## src/rtl/md_pad_serializer.sv

```systemverilog
// Responder-side model of the two-pad Megadrive shifter board: synchronises the host strobes and serialises a 16-bit pad frame.
// Optional feature macro: MD_SIX_BUTTON_EN (6-button phase counter, TH timeout and cnt=3/4 pin mappings).
module md_pad_serializer #(
    parameter int unsigned SYNC_STAGES = 2,
    parameter int unsigned TH_TIMEOUT  = 16384
) (
    input  logic        clk,
    input  logic        reset_n,
    input  logic        joy_clk,
    input  logic        joy_load_n,
    input  logic        sel,
    input  logic [11:0] joy1_i,
    input  logic [11:0] joy2_i,
    output logic        joy_data,
    output logic [2:0]  pad_phase_o
);

    localparam int unsigned FRAME_W = 16;

    if (SYNC_STAGES < 2 || SYNC_STAGES > 4 || TH_TIMEOUT < 2) begin : g_param_check
        $error("md_pad_serializer: SYNC_STAGES must be 2..4 and TH_TIMEOUT >= 2");
    end

    logic [SYNC_STAGES-1:0] clk_sync;
    logic [SYNC_STAGES-1:0] load_sync;
    logic [SYNC_STAGES-1:0] sel_sync;
    logic                   clk_d;
    logic                   clk_s;
    logic                   load_s;
    logic                   sel_s;
    logic                   clk_rise;
    logic [2:0]             cnt;
    logic [FRAME_W-1:0]     shifter;
    logic [FRAME_W-1:0]     frame_word;

    // Strobe synchronisers plus one delayed copy of the shift clock for edge detection
    always_ff @(posedge clk or negedge reset_n) begin
        if (!reset_n) begin
            clk_sync  <= '0;
            load_sync <= '1;
            sel_sync  <= '1;
            clk_d     <= 1'b0;
        end else begin
            clk_sync  <= {clk_sync[SYNC_STAGES-2:0], joy_clk};
            load_sync <= {load_sync[SYNC_STAGES-2:0], joy_load_n};
            sel_sync  <= {sel_sync[SYNC_STAGES-2:0], sel};
            clk_d     <= clk_s;
        end
    end

    assign clk_s    = clk_sync[SYNC_STAGES-1];
    assign load_s   = load_sync[SYNC_STAGES-1];
    assign sel_s    = sel_sync[SYNC_STAGES-1];
    assign clk_rise = clk_s & ~clk_d;

`ifdef MD_SIX_BUTTON_EN
    localparam int unsigned TMR_W = $clog2(TH_TIMEOUT + 1);

    logic             sel_d;
    logic             sel_fall;
    logic [TMR_W-1:0] timer;

    assign sel_fall = sel_d & ~sel_s;

    // TH phase counter: advances on TH falling edges, cleared after a quiet period
    always_ff @(posedge clk or negedge reset_n) begin
        if (!reset_n) begin
            sel_d <= 1'b1;
            timer <= '0;
            cnt   <= 3'd0;
        end else begin
            sel_d <= sel_s;
            if (sel_fall) begin
                timer <= '0;
                cnt   <= (cnt == 3'd4) ? 3'd4 : cnt + 3'd1;
            end else if (timer != TMR_W'(TH_TIMEOUT)) begin
                timer <= timer + TMR_W'(1);
                if (timer == TMR_W'(TH_TIMEOUT - 1)) begin
                    cnt <= 3'd0;
                end
            end
        end
    end

    function automatic logic [5:0] pad_vec(input logic [11:0] b, input logic s, input logic [2:0] c);
        logic [5:0] v;
        if (s) begin
            v = (c == 3'd3) ? {2'b11, b[11:8]} : {b[5:4], b[3:0]};
        end else begin
            case (c)
                3'd3:    v = {b[7:6], 4'b0000};
                3'd4:    v = {b[7:6], 4'b1111};
                default: v = {b[7:6], 2'b00, b[1:0]};
            endcase
        end
        return v;
    endfunction

    assign frame_word = {2'b11, pad_vec(joy1_i, sel_s, cnt), 2'b11, pad_vec(joy2_i, sel_s, cnt)};
`else
    logic unused_mxyz;

    assign cnt        = 3'd1;
    assign unused_mxyz = ^{joy1_i[11:8], joy2_i[11:8]};

    function automatic logic [5:0] pad_vec(input logic [7:0] b, input logic s);
        return s ? {b[5:4], b[3:0]} : {b[7:6], 2'b00, b[1:0]};
    endfunction

    assign frame_word = {2'b11, pad_vec(joy1_i[7:0], sel_s), 2'b11, pad_vec(joy2_i[7:0], sel_s)};
`endif

    assign pad_phase_o = cnt;

    // Parallel-in/serial-out shifter: load has priority over a shift edge
    always_ff @(posedge clk or negedge reset_n) begin
        if (!reset_n) begin
            shifter <= '1;
        end else if (!load_s) begin
            shifter <= frame_word;
        end else if (clk_rise) begin
            shifter <= {shifter[FRAME_W-2:0], 1'b1};
        end
    end

    assign joy_data = shifter[FRAME_W-1];

endmodule

```

## config.mk

```make
export PLATFORM = sky130hd
export DESIGN_NAME = md_pad_serializer
export DESIGN_NICKNAME = d
export VERILOG_FILES = /design/src/rtl/md_pad_serializer.sv
export SDC_FILE = /design/constraint.sdc
export NUM_CORES = 1
export LEC_CHECK = 0
export BUFFER_PORTS_ARGS = -buffer_cell sky130_fd_sc_hd__buf_2
export CAP_MARGIN = 20
export CORE_UTILIZATION = 43
export CTS_CLUSTER_DIAMETER = 100
export DETAILED_ROUTE_END_ITERATION = 10
export PLACE_DENSITY = 0.74
export SLEW_MARGIN = 25
export SYNTH_ARGS = -nofsm -noshare
export SYNTH_HDL_FRONTEND = slang
export SYNTH_SLANG_ARGS = --single-unit
```

## constraint.sdc

```tcl
create_clock -name clk -period 1.3 [get_ports clk]
set_clock_uncertainty 0.2 [all_clocks]
set_input_delay 0.13 -clock clk [delete_from_list [all_inputs] [get_ports clk]]
set_output_delay 0.13 -clock clk [all_outputs]
set_load 0.01 [all_outputs]
```

==> impl_metrics.tcl <==
set metrics [dict create \
    synth.area.top_cells "dfstp_2 (53%), nand2_1 (11%), dfrtp_1 (7.6%)" \
    hold_viol_final 0 \
    clock-sinks 23 \
    ys_types 17 \
    required_ns 0.97 \
    cts_tree "yes" \
    regToRegSetupSlack_ns 0.02 \
    r2r_start "sel_sync[1]" \
    gp_congestion 0.725 \
    cts_root_buffer "clkbuf_4" \
    power_density_mw_per_mm2 1030 \
    critPathTopFamily "flip-flops" \
    wl_per_cell_um 12.7 \
    seq_area_frac_synth 0.605 \
    setup.worst_path.start "shifter[15]" \
    cts_max_path_buffers 2 \
    drc 0 \
    synth.avg_cell_area_um2 10.0 \
    htreeDepth 1 \
    vias 831 \
    syn_inst 99 \
    numCtsBuffers 3 \
    p_leak_uw 0.000600 \
    start_util 0.453 \
    peakVddDrop_mv 0.768 \
    synth_top_cell_by_area "dfstp_2" \
    synthArstFlopShare 1.00 \
    clkLatencyLatePin_ns 0.31 \
    die_y_um 50.0 \
    maxCapViolCount 0 \
    whs_ns 0.0435 \
    multi_input_area_um2 338 \
    firstDrtPassIters 4 \
    portBuffers 21 \
    io_pins 33 \
    fill_cells 172 \
    fp.dieArea_mm2 0.00250 \
    via_per_inst 4.98 \
    r2r-end "shifter[4]" \
    timing.fmax_mhz 773 \
    synth_edf_count 0 \
    fin_ws_ns 0.00664 \
    area_growth_pct 37.7 \
    antenna_found_initial 0 \
    critPathCaptureType "output pin" \
    gr-total-overflow 0 \
    synth_common_cells "nand2_1 (28), dfstp_2 (20), nand3_1 (8)" \
    finish.utilization 0.624 \
    r2r_cells 3 \
    core_area_mm2 0.00219 \
    fin_crit_ns 1.29 \
    grt_pass1_vias 773 \
    synth-seq-cells 23 \
    grt_max_degree 28 \
    row_count 17 \
    mappedNetlistArea_um2 992 \
    grt_pass1_wl_um 3310 \
    crit_path_max_incr_delay_ns 0.56 \
    crit_arrival_ns 0.96 \
    worstSetupStartpointType "flop" \
    path_depth 1 \
    path_buf_inv 1 \
    synthFlopType "dfstp_2" \
    crit_path_max_fanout 2 \
    rsz0062_at_grt "true" \
    yosysMostFrequentCell "nand2_1" \
    finalSetupViolCount 0 \
    ant_nets 0 \
    num_antenna_cells 0 \
    final_nets 169 \
    yosysWarnings 0 \
    grt_usage 0.178 \
    cp_cell_sequence "buf_6" \
    hold_path_class "in -> reg" \
    drt-initial-drc-count 27 \
    maxSlewViolCount 0 \
    critPathKind "reg -> out" \
    status "complete, no violations" \
    place_ws_ns 0.0390 \
    drive_above_1_share 0.388 \
    synth_top_area_frac 0.530 \
    cp_slowest_cell "dfstp_2" \
    dp_hpwl_um 1150 \
    cts.clk_slew.worst_paths_ns 0.12 \
    setup.worst_path.end "joy_data" \
    wirelength_um 2120 \
    die_w_um 50.0 \
    period_share 0.995 \
    regArea_um2 601 \
]
==> stage by stage <==
step                cells  total power, uW  TNS, ns  instance area [um^2]
finish                167             1410        0                  1370
global placement      144             1020        0                  1120
detailed placement    144             1030        0                  1120
floorplan             100              959        0                  1000
CTS                   164             1390        0                  1310
global route          167             1490   -0.258                  1370
==> flip-flops by register name (all words and copies together) (netlist names) <==
signal,flops
shifter,16
clk_sync,2
load_sync,2
sel_sync,2
clk_d,1
==> worst min path at each step <==
| stage | slack (ns) | end | start | depth (start not counted) |
|---|---|---|---|---|
| floorplan | -0.37 | clk_d | reset_n | 0 |
| global placement | -0.09 | clk_d | reset_n | 1 |
| detailed placement | -0.08 | clk_d | reset_n | 1 |
| CTS | 0.05 | shifter[5] | joy2_i[7] | 4 |
| global route | 0.06 | shifter[5] | joy2_i[7] | 4 |
| finish | 0.04 | shifter[5] | joy2_i[7] | 4 |
==> placed cells by master, fill, tap and decap left out, types with 3 or more instances in the layout <==
cell type,synthesis,layout
nor2b_1,6,4
nor2_1,5,5
buf_6,1,3
a31oi_1,7,7
nand2_1,28,28
a211oi_1,4,4
dfstp_2,20,20
buf_4,5,3
o211ai_1,4,4
nand3_1,8,8
clkbuf_4,0,3
conb_1,2,3
buf_2,2,21
dfrtp_1,3,3
dlygate4sd3_1,0,16
==> power by group <==
group          switching [uW]  internal, uW
clock network             209           120
logic                     106           126
registers                33.1           813
total                     348          1060
==> worst reg2reg max path, delay by kind of cell (launching register included) <==
kind | cells | cell delay (ns)
flip-flops | 1 | 0.60
AO/OA/AOI/OAI | 2 | 0.25
buffers and inverters | 1 | 0.16
==> kinds of logic after synthesis <==
group	after synthesis	share of synthesized area
simple gates	48	0.209
buf+inv	10	0.0681
other cells	2	0.00757
flops	23	0.605
compound gates	16	0.110
==> layer usage <==
metal  track usage  share of wire
met3        0.0278          0.059
met2         0.291           0.47
met1         0.231           0.46
met4        0.0810          0.011
met5             0              0
==> layout make-up <==
type | count | share of cell area
flip-flops and latches | 23 | 0.440
multi-input cells | 67 | 0.247
repair buffers | 45 | 0.268
well taps | 28 | 0.0256
clock buffers | 4 | 0.0192
==> what timing repair did <==
item	in CTS	in global routing
hold endpoints to repair	38	0
pin swaps	0	1
gates cloned	0	1
endpoints found under the setup margin	1	13
hold buffers	16	0
gates resized for setup	1	5
buffers inserted	0	2
No activity file was read; power rests on OpenSTA's default activity.
